### src/rtl/gf_pkg.sv
// Shared GF(2^m) definitions: reduction FSM states and field-degree limits.
// Used by gf_reduce and the neighbouring gf_* datapath stages.
package gf_pkg;

    typedef enum logic [1:0] {
        ST_IDLE   = 2'd0,
        ST_REDUCE = 2'd1,
        ST_DONE   = 2'd2
    } gf_state_e;

    localparam int GF_DATA_WIDTH = 32;
    localparam int WIDTH_W       = $clog2(GF_DATA_WIDTH) + 1;
    localparam int MIN_WIDTH     = 2;

endpackage

### src/rtl/gf_reduce_step.sv
// One MSB-first reduction step: clears bit idx of r by folding in the
// modulus aligned so that its implicit x^m term lands on bit idx.
module gf_reduce_step
    import gf_pkg::*;
#(
    parameter int DATA_WIDTH = 32
) (
    input  logic [2*DATA_WIDTH-1:0]             r,
    input  logic [$clog2(2*DATA_WIDTH)-1:0]     idx,
    input  logic [$clog2(DATA_WIDTH):0]         m,
    input  logic [DATA_WIDTH:0]                 poly_full,
    output logic [2*DATA_WIDTH-1:0]             r_next
);

    localparam int PW = 2 * DATA_WIDTH;
    localparam int IW = $clog2(2 * DATA_WIDTH);

    logic [IW-1:0] shift_s;
    logic [PW-1:0] poly_ext_s;

    // Conditional xor of the shifted modulus into the remainder
    always_comb begin
        shift_s    = idx - IW'(m);
        poly_ext_s = PW'(poly_full) << shift_s;
        if (r[idx]) begin
            r_next = r ^ poly_ext_s;
        end else begin
            r_next = r;
        end
    end

endmodule

### src/rtl/gf_reduce.sv
// Sequential GF(2^m) reduction of a carry-less product, one bit per cycle.
// Build option GF_REDUCE_EARLY_EXIT_EN: finish as soon as the remaining high bits are zero.
module gf_reduce
    import gf_pkg::*;
#(
    parameter int DATA_WIDTH = 32
) (
    input  logic                            clk,
    input  logic                            rst_n,
    input  logic                            in_valid,
    output logic                            in_ready,
    input  logic [$clog2(DATA_WIDTH):0]     in_width,
    input  logic [DATA_WIDTH-1:0]           in_poly,
    input  logic [2*DATA_WIDTH-1:0]         in_product,
    output logic                            out_valid,
    input  logic                            out_ready,
    output logic [DATA_WIDTH-1:0]           out_result,
    output logic                            out_error
);

    localparam int PW = 2 * DATA_WIDTH;
    localparam int IW = $clog2(2 * DATA_WIDTH);
    localparam int WW = $clog2(DATA_WIDTH) + 1;

    gf_state_e               state_r, state_s;
    logic [PW-1:0]           r_r, r_next_s;
    logic [IW-1:0]           idx_r;
    logic [WW-1:0]           m_r;
    logic [DATA_WIDTH:0]     poly_r;
    logic                    in_ready_r, out_valid_r, out_error_r;
    logic [DATA_WIDTH-1:0]   out_result_r;

    logic                    width_ok_s, last_s;
    logic [WW:0]             width2_s;
    logic [IW-1:0]           top_idx_s;
    logic [PW-1:0]           prod_mask_s;
    logic [DATA_WIDTH-1:0]   poly_mask_s;
    logic [DATA_WIDTH:0]     poly_full_s;

    gf_reduce_step #(.DATA_WIDTH(DATA_WIDTH)) u_step (
        .r         (r_r),
        .idx       (idx_r),
        .m         (m_r),
        .poly_full (poly_full_s_reg_sel()),
        .r_next    (r_next_s)
    );

    function automatic logic [DATA_WIDTH:0] poly_full_s_reg_sel();
        return poly_r;
    endfunction

    // Capture-side decode: width legality, product/poly masks, starting index
    always_comb begin
        width_ok_s  = (in_width >= WW'(MIN_WIDTH)) && (in_width <= WW'(DATA_WIDTH));
        width2_s    = {in_width, 1'b0};
        top_idx_s   = IW'(width2_s - (WW+1)'(2));
        prod_mask_s = ~({PW{1'b1}} << (width2_s - (WW+1)'(1)));
        poly_mask_s = ~({DATA_WIDTH{1'b1}} << in_width);
        poly_full_s = {1'b0, in_poly & poly_mask_s} | ((DATA_WIDTH+1)'(1) << in_width);
    end

`ifdef GF_REDUCE_EARLY_EXIT_EN
    logic [IW-1:0] span_s;
    logic          hi_zero_s;

    // Stop once every remaining bit at or above x^m is already clear
    always_comb begin
        span_s    = idx_r - IW'(m_r) + IW'(1);
        hi_zero_s = ((r_r >> m_r) & ~({PW{1'b1}} << span_s)) == {PW{1'b0}};
        last_s    = (idx_r == IW'(m_r)) || hi_zero_s;
    end
`else
    // Fixed schedule: the step at idx == m is always the final one
    always_comb begin
        last_s = (idx_r == IW'(m_r));
    end
`endif

    // Next-state logic
    always_comb begin
        state_s = state_r;
        case (state_r)
            ST_IDLE: begin
                if (in_valid) begin
                    state_s = width_ok_s ? ST_REDUCE : ST_DONE;
                end else begin
                    state_s = ST_IDLE;
                end
            end
            ST_REDUCE: begin
                if (last_s) begin
                    state_s = ST_DONE;
                end else begin
                    state_s = ST_REDUCE;
                end
            end
            ST_DONE: begin
                if (out_ready) begin
                    state_s = ST_IDLE;
                end else begin
                    state_s = ST_DONE;
                end
            end
            default: state_s = ST_IDLE;
        endcase
    end

    // State and handshake flags, registered from the next state
    always_ff @(posedge clk or negedge rst_n) begin
        if (!rst_n) begin
            state_r     <= ST_IDLE;
            in_ready_r  <= 1'b1;
            out_valid_r <= 1'b0;
        end else begin
            state_r     <= state_s;
            in_ready_r  <= (state_s == ST_IDLE);
            out_valid_r <= (state_s == ST_DONE);
        end
    end

    // Operand capture, reduction datapath and result registers
    always_ff @(posedge clk or negedge rst_n) begin
        if (!rst_n) begin
            r_r          <= {PW{1'b0}};
            idx_r        <= {IW{1'b0}};
            m_r          <= {WW{1'b0}};
            poly_r       <= {(DATA_WIDTH+1){1'b0}};
            out_result_r <= {DATA_WIDTH{1'b0}};
            out_error_r  <= 1'b0;
        end else begin
            case (state_r)
                ST_IDLE: begin
                    if (in_valid && width_ok_s) begin
                        r_r   <= in_product & prod_mask_s;
                        idx_r <= top_idx_s;
                        m_r   <= in_width;
                        poly_r <= poly_full_s;
                    end else if (in_valid) begin
                        out_result_r <= {DATA_WIDTH{1'b0}};
                        out_error_r  <= 1'b1;
                    end
                end
                ST_REDUCE: begin
                    r_r   <= r_next_s;
                    idx_r <= idx_r - IW'(1);
                    if (last_s) begin
                        // Bits >= m are clear here, so the low word is the element
                        out_result_r <= r_next_s[DATA_WIDTH-1:0];
                        out_error_r  <= 1'b0;
                    end
                end
                ST_DONE: begin
                    if (out_ready) begin
                        out_result_r <= {DATA_WIDTH{1'b0}};
                        out_error_r  <= 1'b0;
                    end
                end
                default: begin
                    r_r <= {PW{1'b0}};
                end
            endcase
        end
    end

    assign in_ready   = in_ready_r;
    assign out_valid  = out_valid_r;
    assign out_result = out_result_r;
    assign out_error  = out_error_r;

endmodule

### config.mk
export PLATFORM = sky130hd
export DESIGN_NAME = gf_reduce
export DESIGN_NICKNAME = d
export VERILOG_FILES = /design/src/rtl/gf_pkg.sv /design/src/rtl/gf_reduce_step.sv /design/src/rtl/gf_reduce.sv
export SDC_FILE = /design/constraint.sdc
export NUM_CORES = 1
export LEC_CHECK = 0
export BUFFER_PORTS_ARGS = -buffer_cell sky130_fd_sc_hd__buf_4
export CORE_AREA = 3 3 144 160
export DETAILED_ROUTE_END_ITERATION = 16
export DIE_AREA = 0 0 147 163
export HOLD_SLACK_MARGIN = 0.1
export PLACE_DENSITY = 0.82
export SYNTH_ARGS = -nofsm -noshare
export SYNTH_HDL_FRONTEND = slang
export SYNTH_SLANG_ARGS = --single-unit
### constraint.sdc
create_clock -name clk -period 3.4 [get_ports clk]
set_input_delay 0.68 -clock clk [delete_from_list [all_inputs] [get_ports clk]]
set_output_delay 0.68 -clock clk [all_outputs]
set_load 0.01 [all_outputs]
==> results by group <==
Clock network
  – Clock transition at path regs: about 0.070 ns
  – Number of clock sinks: 146
  – Latest clock arrival within the worst-skew pair: 0.44 ns
  – Root Driver: clkbuf_16
  – Max clock buf depth: 2
  – Num CTS Buffers: 17
  – CTS tree: done
  – H-tree levels: 4

Logic synthesis
  – Number of enable flip-flop cells after synthesis: 0
  – Most common cell in the netlist: nand2_1
  – Yosys top cell by area: dfrtp_1
  – Fraction of registers with async set or reset after synthesis: 100.0%
  – Ys Warns: 0
  – Synth top area cells: dfrtp_1 31%, mux2i_1 7.8%, nand2_1 5.0%, o21ai_0 4.9%, mux4_2 4.7%
  – Syn Nets: 1464
  – Mapped Area: about 12000 µm²
  – Post-synthesis register bit count: between 100 and 150
  – Count of cell types in the netlist: between 70 and 80
  – Synth cell count leaders: 153 x nand2_1, 145 x dfrtp_1, 112 x o21ai_0
  – Synthesized area per cell: between 8 and 9 µm²
  – Synth Flop Type: dfrtp_1
  – Top-area cell type share of the netlist area: 31.42%
  – Post-Syn Instances: approximately 1300
  – Register area share after synthesis: between 30% and 40%

Timing
  – Fmax: ~300 MHz
  – Final hold vios: 0
  – Setup TNS: 0 ns
  – Clock Skew: between 0.015 and 0.02 ns
  – Measured slew at the worst slew-check pin: around 0.98 ns
  – Final period util: around 100%
  – Setup violators final: 0
  – Fin crit period: approximately 3.4 ns
  – Relative slew margins: 34.66%
  – Min Hold Slack: approximately 0.35 ns
  – RSZ-0062 raised after global routing: true
  – Max Slew Vio Count: 0

Placement
  – DPL Wire Length: around 34000 µm
  – Inst Count DP: roughly 1800
  – Routability Congestion: around 1.0
  – Buffers on Ports: 140

Final layout
  – Final #Nets: ~1600
  – Post-route core utilization: between 60% and 70%
  – Final non-filler cell total: around 1800
  – Area grow syn2layout: 26.10%
  – Share of layout cells above drive strength 1: 26.83%

Floorplanning
  – DIE HEIGHT: approximately 160 µm
  – Total core area: approximately 21000 µm²
  – Die ar.: roughly 24000 µm²
  – Top Ports: 141
  – Initial core utilization: a little over half
  – Die width: about 150 µm
  – Row cnt: between 50 and 60

Critical path
  – Worst Reg-to-Reg Cells: 11
  – CP max FO: 5
  – RR Startpoint: m_r[0]
  – Crit. End Element: register
  – Worst R2R Setup Slack: 0.01 ns
  – Startpoint types: register
  – FF-to-FF End: r_r[63]
  – Critical path origin: m_r[0]
  – CP Data Arrival Time: between 3 and 4 ns
  – Crit path kind: reg -> reg
  – Critical Path RT: 3.77 ns

Drt
  – Vias per inst: around 6.7
  – 1st-iter DRT viols: between 1500 and 2000
  – Routed len/inst: 24.54 µm
  – Final WL: 44730 µm
  – ANT nets after route: 0
  – DRC: 0
  – Via count: 12140
  – Drt first pass iters: 6

Global route
  – Largest net degree at the start of global routing: 100
  – Initial antenna violation count: 1
  – GRT Total Usage: 36.73%
  – Remaining global-route overflow: 0
  – Vias in the first global route: 11690
  – Global-route wire length before repair: between 60000 and 70000 µm

Run
  – Max-cap check violation count: 0

Run status
  – Status: finished, final reports clean

Min path
  – Min-Delay Path Class: in -> async
[kinds of logic after synthesis]
group | after synthesis | synth area share, %
flip-flops | 146 | 31.65
buffers and inverters | 156 | 5.656
AO/OA/AOI/OAI | 437 | 25.72
adder cells (fa/ha/maj) | 22 | 2.449
AND/OR/NAND/NOR | 396 | 15.48
XOR/XNOR | 41 | 3.435
multiplexers | 138 | 15.60
[state kept, by name, indices dropped and copies added, names as in the netlist]
| register | flops |
|---|---|
| out_valid | 1 |
| in_ready | 1 |
| state_r | 2 |
| idx_r | 6 |
| poly_r | 33 |
| r_r | 64 |
| m_r | 6 |
| out_error | 1 |
| out_result | 32 |
[metrics by stage]
step / setup WS [ns] / instance area [µm²]
after CTS: 0.001102 / 14340
after global routing: -0.06763 / 14560
after global placement: -0.1246 / 13660
final: 0.01437 / 14560
after floorplan: -0.01054 / 11570
after detailed placement: -0.1982 / 13660
[final cells by class]
type / count / area (µm²)
Antenna cell: 1 / 2.502
Clock buffer: 18 / 439.2
Clock inverter: 14 / 168.9
Fill cell: 1716 / 6879
Inverter: 51 / 191.4
Multi-Input combinational cell: 1034 / 7526
Sequential cell: 146 / 3655
Tap cell: 290 / 362.8
Timing Repair Buffer: 269 / 2216
[layer usage]
metal  part of all wire [%]  vias up  track usage [%]
met5                      0        -                0
met4                    6.0        0            17.97
met3                    9.4      187            6.819
met2                     46      808            59.51
met1                     38     5809            47.65
li1                       -     5337                -
[worst max path at each step]
stage                          end  cells past startpoint
floorplan                  r_r[51]                     13
global placement           r_r[59]                     11
detailed placement         r_r[59]                     11
CTS                        r_r[38]                     12
global route        out_result[31]                     11
finish                     r_r[63]                     11
[timing repair]
action	4_1_cts	5_1_grt
gates resized for setup	9	37
hold buffers	0	0
setup buffers	3	2
setup endpoints to repair	23	72
gates cloned	0	1
pin swaps	3	8
[cell usage in the layout (no fill, tap or decap), types with 6 or more instances in the layout]
cell / Yosys / final
o22ai_1: 27 / 27
or2_2: 6 / 6
buf_12: 0 / 14
mux4_2: 24 / 25
a21o_1: 16 / 16
mux2i_1: 90 / 75
clkbuf_16: 0 / 18
and2_1: 14 / 12
nor4_1: 15 / 15
a22o_1: 24 / 24
mux2_2: 17 / 15
dfrtp_1: 145 / 145
a22oi_1: 24 / 23
or3_1: 8 / 8
inv_1: 50 / 49
o2bb2ai_1: 10 / 9
o21ai_0: 112 / 111
nor2b_1: 7 / 7
nand4_1: 7 / 7
xnor2_1: 32 / 29
nor3_1: 27 / 26
nand2_1: 153 / 153
a221o_1: 16 / 16
o31a_1: 15 / 15
buf_4: 5 / 253
nor2_1: 100 / 95
o211ai_1: 23 / 23
nand3_1: 34 / 32
nand2b_1: 6 / 6
o21ai_1: 5 / 6
a32oi_1: 6 / 6
o21a_1: 7 / 6
o311ai_1: 6 / 6
a21oi_1: 74 / 71
ha_1: 21 / 20
o31ai_1: 24 / 24
a211oi_1: 7 / 6
mux2i_2: 0 / 11
[critical path: stages (launching register included)]
cell       delay [ns]
dfrtp_1          0.41
ha_4             0.18
fa_2             0.44
xnor2_4          0.25
buf_12           0.16
mux4_1           0.60
mux2i_2          0.26
mux2i_1          0.14
mux2i_2          0.30
o22a_1           0.29
a21oi_1          0.11
o2bb2ai_1        0.16
Power is not shown: default switching activity piles up to over one toggle a cycle in this logic, so the estimate is an artifact.
